==> src/rtl/gray2bin_pkg.sv <==
// Shared types and the golden Gray-to-binary reference for the round-robin
// Gray decoder.
package gray2bin_pkg;

  typedef enum logic [1:0] {
    IDLE = 2'd0,
    CONV = 2'd1,
    DONE = 2'd2
  } state_e;

  // Binary bit i is the XOR of all Gray bits at or above i. The XOR is built
  // by prefix doubling, so zero-extended narrower words decode correctly.
  function automatic logic [63:0] gray2bin_f(input logic [63:0] g);
    logic [63:0] b;
    b = g;
    for (int s = 1; s < 64; s = s * 2) begin
      b = b ^ (b >> s);
    end
    return b;
  endfunction

endpackage

==> src/rtl/rr_arbiter.sv <==
// Combinational round-robin arbiter. It searches upward from last_id_i+1,
// wraps around, and returns a one-hot grant plus the encoded winner.
module rr_arbiter #(
  parameter  int NREQ = 4,
  localparam int IDW  = $clog2(NREQ)
) (
  input  logic [NREQ-1:0] req_i,
  input  logic [IDW-1:0]  last_id_i,
  input  logic            en_i,
  output logic [NREQ-1:0] gnt_o,
  output logic [IDW-1:0]  gnt_id_o
);

  always_comb begin
    int   idx;
    logic found;
    gnt_o    = '0;
    gnt_id_o = '0;
    found    = 1'b0;
    idx      = 0;
    for (int off = 1; off <= NREQ; off++) begin
      idx = int'(last_id_i) + off;
      if (idx >= NREQ) idx = idx - NREQ;
      if (en_i && !found && req_i[IDW'(idx)]) begin
        found              = 1'b1;
        gnt_o[IDW'(idx)]   = 1'b1;
        gnt_id_o           = IDW'(idx);
      end
    end
  end

endmodule

==> src/rtl/gray2bin_rr_sched.sv <==
// Shares one bit-serial Gray-to-binary engine among NREQ requesters. Grants
// round-robin in IDLE, decodes MSB-first in CONV, and holds the result in DONE.
//
// Handshakes: a transfer happens on a rising clk edge where valid and ready
// are both high. req_ready is only ever raised in IDLE and never depends on
// rsp_ready; rsp_valid is high exactly while in DONE.
module gray2bin_rr_sched
  import gray2bin_pkg::*;
#(
  parameter  int WIDTH = 8,
  parameter  int NREQ  = 4,
  localparam int IDW   = $clog2(NREQ),
  localparam int CW    = $clog2(WIDTH)
) (
  input  logic                  clk,
  input  logic                  rst,
  input  logic [NREQ-1:0]       req_valid,
  output logic [NREQ-1:0]       req_ready,
  input  logic [NREQ*WIDTH-1:0] req_gray,
  output logic                  rsp_valid,
  input  logic                  rsp_ready,
  output logic [WIDTH-1:0]      rsp_bin,
  output logic [IDW-1:0]        rsp_id,
  output state_e                dbg_state
);

  state_e           state_q, state_d;
  logic [CW-1:0]    cnt_q, cnt_d;
  logic [WIDTH-1:0] gray_q, gray_d;
  logic [WIDTH-1:0] bin_q, bin_d;
  logic [IDW-1:0]   id_q, id_d;
  logic [IDW-1:0]   last_q, last_d;

  logic [NREQ-1:0]  gnt;
  logic [IDW-1:0]   gnt_id;
  logic             req_hs;
  logic             upper_bit;

  rr_arbiter #(.NREQ(NREQ)) u_arb (
    .req_i     (req_valid),
    .last_id_i (last_q),
    .en_i      (state_q == IDLE),
    .gnt_o     (gnt),
    .gnt_id_o  (gnt_id)
  );

  assign req_ready = gnt;
  assign req_hs    = |(req_valid & gnt);
  assign rsp_valid = (state_q == DONE);
  assign rsp_bin   = bin_q;
  assign rsp_id    = id_q;
  assign dbg_state = state_q;

  always_comb begin
    state_d   = state_q;
    cnt_d     = cnt_q;
    gray_d    = gray_q;
    bin_d     = bin_q;
    id_d      = id_q;
    last_d    = last_q;
    upper_bit = 1'b0;
    case (state_q)
      IDLE: begin
        if (req_hs) begin
          gray_d  = req_gray[gnt_id*WIDTH +: WIDTH];
          id_d    = gnt_id;
          last_d  = gnt_id;
          bin_d   = '0;
          cnt_d   = CW'(WIDTH - 1);
          state_d = CONV;
        end
      end
      CONV: begin
        // The MSB has no higher binary bit; it copies the Gray MSB.
        if (cnt_q != CW'(WIDTH - 1)) upper_bit = bin_q[cnt_q + 1'b1];
        bin_d[cnt_q] = gray_q[cnt_q] ^ upper_bit;
        if (cnt_q == '0) begin
          state_d = DONE;
        end else begin
          cnt_d = cnt_q - 1'b1;
        end
      end
      DONE: begin
        if (rsp_ready) state_d = IDLE;
      end
      default: state_d = IDLE;
    endcase
  end

  always_ff @(posedge clk or posedge rst) begin
    if (rst) begin
      state_q <= IDLE;
      cnt_q   <= '0;
      gray_q  <= '0;
      bin_q   <= '0;
      id_q    <= '0;
      last_q  <= IDW'(NREQ - 1);
    end else begin
      state_q <= state_d;
      cnt_q   <= cnt_d;
      gray_q  <= gray_d;
      bin_q   <= bin_d;
      id_q    <= id_d;
      last_q  <= last_d;
    end
  end

  a_done_matches_ref : assert property (
    @(posedge clk) disable iff (rst)
    (state_q == DONE) |-> (bin_q == WIDTH'(gray2bin_f(64'(gray_q))))
  );

endmodule
==> config.mk <==
export PLATFORM = sky130hd
export DESIGN_NAME = gray2bin_rr_sched
export DESIGN_NICKNAME = d
export VERILOG_FILES = /design/src/rtl/gray2bin_pkg.sv /design/src/rtl/rr_arbiter.sv /design/src/rtl/gray2bin_rr_sched.sv
export SDC_FILE = /design/constraint.sdc
export NUM_CORES = 1
export LEC_CHECK = 0
export CORE_MARGIN = 8
export CORE_UTILIZATION = 49
export CTS_CLUSTER_SIZE = 24
export DETAILED_ROUTE_END_ITERATION = 7
export PLACE_DENSITY_LB_ADDON = 0.25
export SETUP_SLACK_MARGIN = 0.5
export SLEW_MARGIN = 20
export SYNTH_ARGS = -nofsm -noshare
export SYNTH_HDL_FRONTEND = slang
export SYNTH_SLANG_ARGS = --single-unit
export TNS_END_PERCENT = 1
==> constraint.sdc <==
create_clock -name clk -period 4.8 [get_ports clk]
set_input_delay 0.72 -clock clk [delete_from_list [all_inputs] [get_ports clk]]
set_output_delay 0.72 -clock clk [all_outputs]
set_load 0.02 [all_outputs]
==> run_results.csv <==
group,metric,value,unit
cts,cts_root_buffer,"clkbuf_8",
cts,htreeDepth,1,
critical_path,path_cells,"inv_1 > ha_2 > mux4_2 > nor2b_2 > nand4b_1 > nand4_1 > clkdlybuf4s50_1",
power,finalPower,0.001637,W
hold_path,hold_class,"flop to flop",
cts,cts_setup_buffers,0,
sta,fin_skew,0.003886,ns
routing,drtIter0Drc,152,
floorplan,core.rowCount,24,
synthesis,synthCells,204,
routing,firstDrtPassIters,4,
placement,place_congestion,0.9352,
sta,finalHoldViolations,0,
routing,vias_per_cell,5.957,
critical_path,critPathLaunchType,"flop",
cts,clk_pin_slew,0.09,ns
routing,num_vias,1811,
critical_path,critPathMaxStageDelay,0.69,ns
critical_path,crit_path_start,"last_q[1]$_DFFE_PP1P_",
global_routing,top_usage_layer,"met2",
layout,nets,304,
routing,totalWireLength,5232,µm
global_routing,grt_pass1_wl,8976,µm
synthesis,ys_warn_count,0,
critical_path,crit_fanout,11,
sta,rsz0062_at_grt,"false",
sta,finalSetupTns,0,ns
cts,insertion_delay,0.27,ns
hold_path,min_from,"rsp_id[0]$_DFFE_PP0P_",
sta,worst_slew_pin_slew,1.112,ns
job,max-cap-violations,0,
layout,seq_area,631.9,µm²
power,p_leak,1.237,nW
placement,place_area,0.002689,mm²
layout,fin_area,0.002748,mm²
sta,finalCritPeriodShare,81.49,%
routing,post_drt_wl_per_cell,17.21,µm
synthesis,synth_top_area_share,27.04,%
cts,cts_tree,"yes",
synthesis,synth_top_area_cell,"dfrtp_1",
synthesis,yosys_register_bits,25,
sta,max_slew_margin,25.87,%
global_routing,grt_max_degree,26,
sta,slew_violations,0,
synthesis,synth-async-reset-ratio,100.0,%
floorplan,die_height,81.91,µm
cts,numCtsBuffers,3,
sta,max_freq,0.2556,GHz
layout,fillers,377,
floorplan,dieWidth,81.91,µm
global_routing,grtUsageTotal,16.85,%
layout,final_common_cell,"clkdlybuf4s50_1",
critical_path,cp.required,4.08,ns
layout,multi_input_area,0.001388,mm²
global_routing,grt_util_met2,28.02,%
placement,io_buffers,55,
synthesis,syn-num-nets,255,
floorplan,initial_core_util,49.91,%
power,powerDensity,595.9,mW/mm²
cts,max-clock-path-buffers,2,
critical_path,slowest_stage,"dfstp_2",
routing,final_antenna_net_count,0,
global_routing,antenna_found_initial,0,
synthesis,ys_types,48,
sta,fin_hold_ws,0.4854,ns
critical_path,reg2reg_from,"last_q[1]$_DFFE_PP1P_",
synthesis,synth-edff-count,0,
synthesis,synth.area.top_cells,"dfrtp_1 27%, mux2i_1 16%, mux4_2 9.5%, ha_1 7.1%, nand3_1 2.8%",
synthesis,netlist_area,0.002128,mm²
critical_path,worstSetupPathType,"flop to output port",
synthesis,synth_seq_area_share,29.51,%
global_routing,overflow,0,
global_routing,grt_use_met1,21.05,%
critical_path,crit_path_end_kind,"output port",
layout,fin_util,64.44,%
synthesis,avgSynthCellArea,10.43,µm²
sta,period_needed,3.912,ns
global_routing,grt_pass1_vias,1876,
synthesis,synth-main-ff-cell,"dfrtp_1",
routing,drcViolationCount,0,
floorplan,io_pins,56,
layout,area_growth,29.10,%
layout,layout-drive-gt1-share,12.30,%
floorplan,core-area,0.004264,mm²
cts,holdBufCountCts,0,
placement,dp_hpwl,4064,µm
outcome,status,"complete, no violations",
power,vdd_drop_max,294.7,µV
cts,clock-sinks,25,
global_routing,grtUsageMet3,4.267,%
layout,mostFrequentLayoutCells,"54 x clkdlybuf4s50_1, 33 x mux2i_1, 23 x dfrtp_1",
sta,setup_violations,0,
layout,n_antenna_cell,0,
floorplan,die_area,0.006708,mm²
critical_path,arrival,3.19,ns
path summary, 6_finish.rpt:
kind / slack [ns] / endpoint / depth (start not counted)
worst max register to register: 1.08 / gray_q[4]$_DFFE_PP0P_ / 9
worst min-delay path: 0.49 / rsp_id[0]$_DFFE_PP0P_ / 2
min in group asynchronous: 0.95 / cnt_q[1]$_DFFE_PP0P_ / 2
worst max-delay path: 0.89 / req_ready[3] / 7
worst min register to register: 0.49 / rsp_id[0]$_DFFE_PP0P_ / 2
max in group asynchronous: 3.29 / rsp_bin[0]$_DFFE_PP0P_ / 2
power breakdown:
group	internal, W	switching [W]	total (W)
combinational	0.000517	0.000569	0.00109
clock	0.0000580	0.0000663	0.000124
sequential	0.000309	0.000119	0.000428
flip-flops by register name, indices dropped and copies added, names as in the netlist:
register,flops
dbg_state,2
gray_q,8
rsp_id,2
last_q,2
cnt_q,3
rsp_bin,8
synth_stat cells (all sizes together) (6+ instances only):
| cell | count |
|---|---|
| mux2i | 33 |
| dfrtp | 23 |
| inv | 13 |
| nand2 | 13 |
| ha | 12 |
| nand3 | 12 |
| buf | 10 |
| mux2 | 10 |
| mux4 | 9 |
| o21ai | 9 |
| nand4 | 7 |
| nor2b | 6 |
cell families after synthesis:
kind of cell / synth area share, %
flip-flops: 29.51
AO/OA/AOI/OAI: 12.70
buffers and inverters: 5.878
XOR/XNOR: 0.8232
multiplexers: 30.33
AND/OR/NAND/NOR: 13.70
adder cells (fa/ha/maj): 7.054
per-stage QoR:
step	cells	setup WS [ns]
finish	304	0.8884
global route	304	0.7085
global placement	300	0.7329
detailed placement	300	0.6605
floorplan	204	1.282
CTS	304	0.5018
timing repair:
item	4_1_cts	5_1_grt
cloned	0	0
gates resized for setup	1	4
endpoints found under the setup margin	1	2
pin swaps	0	0
worst max-delay path: cells and delay by family, from the launching register on:
kind / cells / cell delay [ns]
AND/OR/NAND/NOR: 3 / 0.58
adder cells (fa/ha/maj): 1 / 0.47
buffers and inverters: 2 / 0.81
multiplexers: 1 / 0.39
flip-flops: 1 / 0.69
layer usage:
metal	wire length [µm]	part of all wire, %	vias to the layer above
li1	-	-	871
met1	2168	41	872
met2	2648	51	62
met3	346	6.6	6
met4	68	1.3	0
met5	0	0	-
area by class of cell:
cell class	count	share of cell area, %
repair buffers	57	20.67
clock inverters	1	0.1821
well taps	52	2.368
inverters	13	1.776
flip-flops and latches	25	23.00
multi-input cells	153	50.50
clock buffers	3	1.503
No activity file was read; power rests on OpenSTA's default activity.
